[src/rtl/vga_pkg.sv]
// Shared 640x480@60 timing constants and types for the VGA timing generator and renderer.
package vga_pkg;

    localparam int VGA_H_VISIBLE = 640;
    localparam int VGA_H_FRONT   = 16;
    localparam int VGA_H_SYNC    = 96;
    localparam int VGA_H_BACK    = 48;
    localparam int VGA_V_VISIBLE = 480;
    localparam int VGA_V_FRONT   = 10;
    localparam int VGA_V_SYNC    = 2;
    localparam int VGA_V_BACK    = 33;

    localparam int H_TOTAL = VGA_H_VISIBLE + VGA_H_FRONT + VGA_H_SYNC + VGA_H_BACK;
    localparam int V_TOTAL = VGA_V_VISIBLE + VGA_V_FRONT + VGA_V_SYNC + VGA_V_BACK;

    localparam int CNT_W     = 10;
    localparam int CNT_LIMIT = 1 << CNT_W;
    localparam int COLOR_W   = 4;

    // Timing terms that travel alongside the renderer's colour; syncs are active-low.
    typedef struct packed {
        logic active;
        logic hsync_n;
        logic vsync_n;
    } sync_t;

    localparam sync_t SYNC_IDLE = '{active: 1'b0, hsync_n: 1'b1, vsync_n: 1'b1};

endpackage

[src/rtl/sync_delay.sv]
// Shift pipeline of DEPTH registers with asynchronous reset to RST_VAL; DEPTH=0 is a wire.
module sync_delay #(
    parameter int               WIDTH   = 1,
    parameter int               DEPTH   = 1,
    parameter logic [WIDTH-1:0] RST_VAL = '0
) (
    input  logic             px_clk,
    input  logic             reset_ni,
    input  logic [WIDTH-1:0] d,
    output logic [WIDTH-1:0] q
);

    localparam int N = (DEPTH > 0) ? DEPTH : 1;

    logic [WIDTH-1:0] stg [N];

    always_ff @(posedge px_clk or negedge reset_ni) begin
        if (!reset_ni) begin
            for (int i = 0; i < N; i++) stg[i] <= RST_VAL;
        end else begin
            stg[0] <= d;
            for (int i = 1; i < N; i++) stg[i] <= stg[i-1];
        end
    end

    // With DEPTH=0 the single stage is dead and gets trimmed.
    assign q = (DEPTH == 0) ? d : stg[N-1];

endmodule

[src/rtl/vga_timing_gen.sv]
// VGA raster timing: h/v counters, coordinate-domain sync/active terms delayed to match the
// renderer latency, and a final output register for RGB, DE and syncs.
module vga_timing_gen
    import vga_pkg::*;
#(
    parameter int H_VISIBLE   = VGA_H_VISIBLE,
    parameter int H_FRONT     = VGA_H_FRONT,
    parameter int H_SYNC      = VGA_H_SYNC,
    parameter int H_BACK      = VGA_H_BACK,
    parameter int V_VISIBLE   = VGA_V_VISIBLE,
    parameter int V_FRONT     = VGA_V_FRONT,
    parameter int V_SYNC      = VGA_V_SYNC,
    parameter int V_BACK      = VGA_V_BACK,
    parameter int RGB_LATENCY = 1
) (
    input  logic               px_clk,
    input  logic               reset_ni,
    input  logic [COLOR_W-1:0] red_i,
    input  logic [COLOR_W-1:0] green_i,
    input  logic [COLOR_W-1:0] blue_i,
    output logic [CNT_W-1:0]   x_o,
    output logic [CNT_W-1:0]   y_o,
    output logic               frame_o,
    output logic               de_o,
    output logic [COLOR_W-1:0] red_o,
    output logic [COLOR_W-1:0] green_o,
    output logic [COLOR_W-1:0] blue_o,
    output logic               hsync_o,
    output logic               vsync_o
);

    localparam int H_TOT = H_VISIBLE + H_FRONT + H_SYNC + H_BACK;
    localparam int V_TOT = V_VISIBLE + V_FRONT + V_SYNC + V_BACK;
    localparam int CW1   = CNT_W + 1;

    if (H_TOT > CNT_LIMIT) begin : g_h_range_chk
        $error("vga_timing_gen: horizontal total exceeds counter range");
    end
    if (V_TOT > CNT_LIMIT) begin : g_v_range_chk
        $error("vga_timing_gen: vertical total exceeds counter range");
    end

    localparam logic [CNT_W-1:0] H_LAST = CNT_W'(H_TOT - 1);
    localparam logic [CNT_W-1:0] V_LAST = CNT_W'(V_TOT - 1);

    // One extra bit so a sync window ending exactly at 1024 still compares correctly.
    localparam logic [CW1-1:0] H_ACT_END = CW1'(H_VISIBLE);
    localparam logic [CW1-1:0] HS_BEG    = CW1'(H_VISIBLE + H_FRONT);
    localparam logic [CW1-1:0] HS_END    = CW1'(H_VISIBLE + H_FRONT + H_SYNC);
    localparam logic [CW1-1:0] V_ACT_END = CW1'(V_VISIBLE);
    localparam logic [CW1-1:0] VS_BEG    = CW1'(V_VISIBLE + V_FRONT);
    localparam logic [CW1-1:0] VS_END    = CW1'(V_VISIBLE + V_FRONT + V_SYNC);

    logic [CNT_W-1:0] h, v;
    logic [CW1-1:0]   h_ext, v_ext;
    sync_t            coord, dly;

    always_ff @(posedge px_clk or negedge reset_ni) begin
        if (!reset_ni) begin
            h <= '0;
            v <= '0;
        end else if (h == H_LAST) begin
            h <= '0;
            v <= (v == V_LAST) ? '0 : v + 1'b1;
        end else begin
            h <= h + 1'b1;
        end
    end

    assign x_o     = h;
    assign y_o     = v;
    assign frame_o = (h == '0) && (v == '0);

    assign h_ext = {1'b0, h};
    assign v_ext = {1'b0, v};

    always_comb begin
        coord         = SYNC_IDLE;
        coord.active  = (h_ext < H_ACT_END) && (v_ext < V_ACT_END);
        coord.hsync_n = !((h_ext >= HS_BEG) && (h_ext < HS_END));
        coord.vsync_n = !((v_ext >= VS_BEG) && (v_ext < VS_END));
    end

    // Hold the timing terms back until the renderer's colour for the same pixel arrives.
    sync_delay #(
        .WIDTH   ($bits(sync_t)),
        .DEPTH   (RGB_LATENCY),
        .RST_VAL (SYNC_IDLE)
    ) u_sync_delay (
        .px_clk   (px_clk),
        .reset_ni (reset_ni),
        .d        (coord),
        .q        (dly)
    );

    always_ff @(posedge px_clk or negedge reset_ni) begin
        if (!reset_ni) begin
            de_o    <= 1'b0;
            red_o   <= '0;
            green_o <= '0;
            blue_o  <= '0;
            hsync_o <= 1'b1;
            vsync_o <= 1'b1;
        end else begin
            de_o    <= dly.active;
            red_o   <= dly.active ? red_i   : '0;
            green_o <= dly.active ? green_i : '0;
            blue_o  <= dly.active ? blue_i  : '0;
            hsync_o <= dly.hsync_n;
            vsync_o <= dly.vsync_n;
        end
    end

endmodule

[config.mk]
export PLATFORM = sky130hd
export DESIGN_NAME = vga_timing_gen
export DESIGN_NICKNAME = d
export VERILOG_FILES = /design/src/rtl/vga_pkg.sv /design/src/rtl/sync_delay.sv /design/src/rtl/vga_timing_gen.sv
export SDC_FILE = /design/constraint.sdc
export NUM_CORES = 1
export LEC_CHECK = 0
export CORE_UTILIZATION = 49
export DETAILED_ROUTE_END_ITERATION = 8
export GPL_ROUTABILITY_DRIVEN = 1
export PLACE_DENSITY_LB_ADDON = 0.15
export SLEW_MARGIN = 20
export SYNTH_ARGS = -nofsm -noshare
export SYNTH_HDL_FRONTEND = slang
export SYNTH_HIERARCHICAL = 1
export SYNTH_SLANG_ARGS = --single-unit
[constraint.sdc]
create_clock -name px_clk -period 3 [get_ports px_clk]
set_input_delay 0.3 -clock px_clk [delete_from_list [all_inputs] [get_ports px_clk]]
set_output_delay 0.3 -clock px_clk [all_outputs]
set_load 0.02 [all_outputs]
==> metrics.cfg, run 1 <==
[pwr]
netSwitchingFraction_pct=21.1
comb_power_share_pct=6.4
p_int_w=0.000725
p_leak_nw=0.962
ir_drop_mv=0.277
seqPwrFrac_pct=56.8
power_density_nw_per_um2=410
switchingPower_w=0.000194
p_total_w=0.000918
power_frac_clock_pct=36.8

[worst_setup_path]
path_buf_inv=2
slowest_delay_ns=0.64
slowest_stage=clkdlybuf4s50_1
crit_path_start_kind=flip-flop
critPathTopFamily=simple AND/OR/NAND/NOR gates
reg2reg_from=x_o[0]$_DFF_PN0_
r2r_slack_ns=1.13
critical_path_depth=5
required_ns=2.70
arrival_ns=2.38
ff2ff_path_depth=6
worst_setup_path_end_kind=output pin
r2r_end=y_o[4]$_DFFE_PN0N_
cp_max_fo=7
crit_chain=inv_1 -> ha_1 -> or4b_2 -> nor3_1 -> clkdlybuf4s50_1
path_class=reg2out

[timing]
slew_viol_final=0
hold_viol=0
setup_ws_ns=0.316
rsz0062_at_grt=false
fin_setup_tns_ns=0
skew_ns=0.0188
min_period_over_period_pct=89.5
slew_headroom_pct=45.8
setup_violations=0
max_freq_ghz=0.373
min_period_ns=2.68
tightest_slew_ns=0.813

[yosys]
yosysWarnings=6
ys_ff_latch=38
synth_cells=145
synthFlopType=dfrtp_1
async_flop_share_pct=100
synth-compound-area-share_pct=3.98
syn-num-nets=163
synthXorXnorAreaFrac_pct=5.35
synthAdderAreaFrac_pct=3.06
synth_commonest_cells=dfrtp_1 (34), and2_1 (12), nand3_1 (12)
synth_top_family_by_area=simple AND/OR/NAND/NOR gates
synth_edf_count=0
synth_top_area_share_pct=52.0
synthesis.area_um2=1640
synth_seq_area_share_pct=58.4
synthSimpleGateAreaFrac_pct=24.9
yosys-top-cells-area=dfrtp_1 (52%), dfstp_2 (6.4%), and2_1 (4.6%), nand3_1 (3.7%), ha_1 (3.1%)
netlist-cell-type-count=34
synth_area_leader_cell=dfrtp_1
muxShareOfSynthArea_pct=1.22
avgSynthCellArea_um2=11.3
yosys.cell_count.top_type=dfrtp_1

[layout]
nFillCells=250
fin_nets=215
finalCoreUtilization_pct=72.1
multiInputGateArea_um2=631
diodes=0
area_growth_pct=36.8
fin_cells=242
layout-drive-gt1-share_pct=9.09
seq_area_um2=956

[floorplan]
die_height_um=59.8
rows=20
die-area_um2=3570
die_w_um=59.8
start_util_pct=52.7
core_area_um2=3100
ios=50

[clocking]
cts.sinks=38
cts.clk_slew.worst_paths_ns=0.12
cts_tree=yes
root_buffer=clkbuf_4
cts_made_buffers=5
clk_path_buf_depth=2
ctsResizeCount=0
post_cts_buffers=0
holdBufCountCts=0
cts-htree-levels=2
worst_skew_pair.late_latency_ns=0.34

[drt]
finalWirelength_mm=3.26
drt_iter0_drc=32
ant_nets=0
drt-pass1-iter-count=4
drc_errors=0
vias_per_cell=5.24
avgRoutedWirePerCell_um=13.5
vias=1267

[grt]
grt.total_usage_pct=20.9
grt_max_degree=39
overflow=0
grt_pass1_vias=1224
grt_pass1_wl_mm=5.50
antenna_found_initial=0

[place]
place.gp.congestion=0.821
dp.cells=234
place_hpwl_mm=2.23
io_buffers=49
preCtsSetupSlack_ns=0.710

[worst_hold_path]
hold_path_class=in2async

[outcome]
status=completed

[flow_run]
max_cap_violations=0

per-layer routing:
layer	part of all wire [%]	GRT usage [%]
met5	0	0
met4	2.2	7.97
met3	7.7	7.14
met2	45	32.7
met1	45	26.8
how the worst max path moves through the flow:
stage | from | endpoint | slack (ns)
3_5_place_dp | x_o[0]$_DFF_PN0_ | frame_o | 0.71
5_1_grt | y_o[0]$_DFFE_PN0N_ | frame_o | 0.17
2_1_floorplan | x_o[0]$_DFF_PN0_ | frame_o | 0.96
6_report | x_o[0]$_DFF_PN0_ | frame_o | 0.32
4_1_cts | x_o[0]$_DFF_PN0_ | frame_o | 0.30
3_3_place_gp | x_o[0]$_DFF_PN0_ | frame_o | 0.73
layout by cell type, fill, tap and decap left out, drive strengths merged, types with 2 or more instances in the layout:
master         instances
nor2b                  2
or3                    2
dfstp                  4
clkdlybuf4s50         48
clkbuf                 5
a21oi                  3
and2                  12
and3                   3
nor2                   6
a31oi                  2
xor2                   5
nand4                  6
ha                     4
clkinv                 2
o21ai                  3
mux2i                  2
xnor2                  5
nor4                   4
inv                    7
dfrtp                 34
nand2                  9
nand3                 12
nor3                   5
o21a                   2
buf                    2
metrics by stage:
step / area (um2) / hold slack (ns)
after floorplan: 1640 / 0.00441
after global placement: 2160 / 0.346
after detailed placement: 2160 / 0.347
after CTS: 2240 / 0.0528
after global routing: 2240 / 0.0990
final: 2240 / 0.0381
worst reg2reg max path: stages (launching register included):
cell and delay (ns):
dfrtp_1 0.47, ha_1 0.29, nand4_2 0.18, nor4_4 0.24
buf_4 0.26, nand4_1 0.17, mux2i_1 0.16
area by class of cell:
| cell class | instances | area share, % |
|---|---|---|
| Inverter | 7 | 1.17 |
| Timing Repair Buffer | 50 | 22.0 |
| Multi-Input combinational cell | 95 | 28.2 |
| Clock inverter | 3 | 1.79 |
| Tap cell | 44 | 2.46 |
| Sequential cell | 38 | 42.7 |
| Clock buffer | 5 | 1.68 |
cells by family after synthesis:
family,Yosys count
and+or+nand+nor,68
muxes,2
buffers and inverters,12
adders and majority gates,4
xor gates and xnor gates,10
AOI/OAI and AO/OA,11
DFF,38
state kept, by name (all words and copies together), names as in the netlist:
name / count
green_o: 4
u_sync_delay/q: 3
de_o: 1
y_o: 10
blue_o: 4
x_o: 10
vsync_o: 1
hsync_o: 1
red_o: 4
power by group through the flow:
stage | clock network (W) | logic (W) | registers, W
3_5_place_dp | 0 | 0.0000592 | 0.000532
5_1_grt | 0.000366 | 0.0000638 | 0.000523
3_3_place_gp | 0 | 0.0000583 | 0.000532
2_1_floorplan | 0 | 0.00000546 | 0.000543
6_report | 0.000338 | 0.0000583 | 0.000522
4_1_cts | 0.000348 | 0.0000594 | 0.000522
(Power assumes the default switching activity.)
==> run 2: changes to the inputs <==
==> constraint.sdc (replaced) <==
create_clock -name px_clk -period 3 [get_ports px_clk]
set_input_delay 0.3 -clock px_clk [delete_from_list [all_inputs] [get_ports px_clk]]
set_output_delay 0.3 -clock px_clk [all_outputs]
set_load 0.1 [all_outputs]
==> run 2 against run 1 <==
  * Wire length is 2.8% higher
  * Register-to-register slack worse by 0.32 ns
  * Via count is 1.3% higher
  * Core utilization is 0.65 points lower
  * Clock power is 33% higher
  * Final cell count is 0.41% lower
  * Hold slack worse by 0.012 ns
  * Setup slack better by 0.30 ns
==> metrics.cfg, run 2 (synthesis results as in run 1) <==
[layout]
diodes=0  ; unchanged
layout-drive-gt1-share_pct=20.8  ; +12 points
final_cell_mix=dfrtp_1 (34), clkdlybuf4s50_1 (25), buf_4 (23), and2_1 (12), nand3_1 (12)
fin_nets=214  ; -0.47%
final_common_cell=dfrtp_1
area_growth_pct=35.6
finalInstanceArea_um2=2220  ; -0.89%
finalCoreUtilization_pct=71.5  ; -0.65 points

[clocking]
post_cts_buffers=0  ; unchanged
cts_made_buffers=5  ; unchanged
cts-htree-levels=2  ; unchanged
clk_path_buf_depth=2  ; unchanged
cts.clk_slew.worst_paths_ns=0.12  ; about the same
root_buffer=clkbuf_4
ctsResizeCount=0  ; unchanged
cts_tree=yes
holdBufCountCts=0  ; unchanged
cts.sinks=38  ; unchanged
worst_skew_pair.late_latency_ns=0.35  ; about the same

[worst_setup_path]
reg2reg_from=x_o[0]$_DFF_PN0_
ff2ff_path_depth=5  ; -1
path_class=reg2out
cp_max_fo=7  ; unchanged
critical_path_depth=5  ; unchanged
path_buf_inv=2  ; unchanged
crit_path_start_kind=flip-flop
slowest_stage=or4b_2
critPathTopFamily=simple AND/OR/NAND/NOR gates
arrival_ns=2.08  ; -0.30 ns
r2r_slack_ns=0.81  ; -0.32 ns
required_ns=2.70  ; about the same
crit_chain=inv_1 -> ha_1 -> or4b_2 -> nor3_4 -> buf_4
r2r_end=y_o[8]$_DFFE_PN0N_
endpoint=frame_o
crit_start=x_o[0]$_DFF_PN0_
worst_setup_path_end_kind=output pin
slowest_delay_ns=0.62  ; -0.02 ns

[drt]
avgRoutedWirePerCell_um=13.9  ; +3.2%
finalWirelength_mm=3.35  ; +2.8%
drc_errors=0  ; unchanged
drt-pass1-iter-count=4  ; unchanged
vias_per_cell=5.33  ; +1.8%
vias=1284  ; +1.3%
ant_nets=0  ; unchanged
drt_iter0_drc=35  ; +9.4%

[floorplan]
die_height_um=59.8  ; unchanged
start_util_pct=52.7  ; unchanged
core_area_um2=3100  ; unchanged
die-area_um2=3570  ; unchanged
ios=50  ; unchanged
die_w_um=59.8  ; unchanged
rows=20  ; unchanged

[grt]
antenna_found_initial=0  ; unchanged
grt_pass1_wl_mm=5.57  ; +1.3%
grt.total_usage_pct=21.4  ; +0.43 points
grt_pass1_vias=1252  ; +2.3%
overflow=0  ; unchanged
grt_max_degree=39  ; unchanged

[timing]
min_period_over_period_pct=79.4  ; -10 points
fin_setup_tns_ns=0  ; unchanged
slew_headroom_pct=35.3  ; -10 points
setup_ws_ns=0.619  ; +0.303 ns
hold_viol=0  ; unchanged
slew_viol_final=0  ; unchanged
rsz0062_at_grt=false
hold-worst-slack_ns=0.0257  ; -0.0124 ns
min_period_ns=2.38  ; -0.303 ns
max_freq_ghz=0.420  ; +13%
skew_ns=0.0134  ; -0.00543 ns
setup_violations=0  ; unchanged
tightest_slew_ns=0.967  ; +0.154 ns

[pwr]
power_density_nw_per_um2=487  ; +19%
p_leak_nw=1.01  ; +4.6%
ir_drop_mv=0.352  ; +27%

[flow_run]
max_cap_violations=0  ; unchanged

[place]
place.gp.congestion=0.823  ; +0.24%
postPlaceCellArea_um2=2110  ; -2.5%
io_buffers=49  ; unchanged
preCtsSetupSlack_ns=0.816  ; +0.106 ns
place_hpwl_mm=2.27  ; +2.0%

[worst_hold_path]
hold_path_class=in2async

[outcome]
status=completed

## run 2: cell count changes in the layout (fill, tap and decap cells not counted)
cell,change
buf_4,+22
nor3_4,+1
nor3_1,-1
clkdlybuf4s50_1,-23
clkbuf_8,+1
clkinv_2,-2
bufinv_16,+1
## run 2: layout make-up
type	instances	area, um2
Fill cell	258	885
Timing Repair Buffer	49	428
Multi-Input combinational cell	95	642
Clock inverter	2	60.1
Inverter	7	26.3
Clock buffer	6	51.3
Tap cell	44	55.1
Sequential cell	38	956
## run 2: where the power goes
| group | switching [W] | total (W) | internal (W) |
|---|---|---|---|
| combinational | 0.0000783 | 0.000110 | 0.0000314 |
| sequential | 0.00000183 | 0.000522 | 0.000520 |
| clock | 0.000167 | 0.000449 | 0.000282 |
| total | 0.000247 | 0.00108 | 0.000834 |
## run 2: layer usage
metal	share of wire [%]	global-route usage [%]	vias up
met2	49	37.1	62
met5	0	0	-
li1	-	-	607
met1	43	24.6	610
met4	1.4	7.97	0
met3	6.9	6.49	5
## run 2: how the worst min path moves through the flow
stage                                            from                  end  cells past startpoint
after global routing                         reset_ni   y_o[5]$_DFFE_PN0N_                      1
after detailed placement  u_sync_delay/q[0]$_DFF_PN1_    vsync_o$_DFF_PN1_                      0
after global placement    u_sync_delay/q[1]$_DFF_PN1_    hsync_o$_DFF_PN1_                      0
final                                        reset_ni  blue_o[0]$_DFF_PN0_                      1
after CTS                                    reset_ni  blue_o[0]$_DFF_PN0_                      1
after floorplan                              reset_ni  blue_o[0]$_DFF_PN0_                      0
## run 2: per-stage QoR
step	instances	total power, W
after floorplan	145	0.000599
after global placement	233	0.000642
after detailed placement	233	0.000643
after CTS	241	0.00109
after global routing	241	0.00111
final	241	0.00108
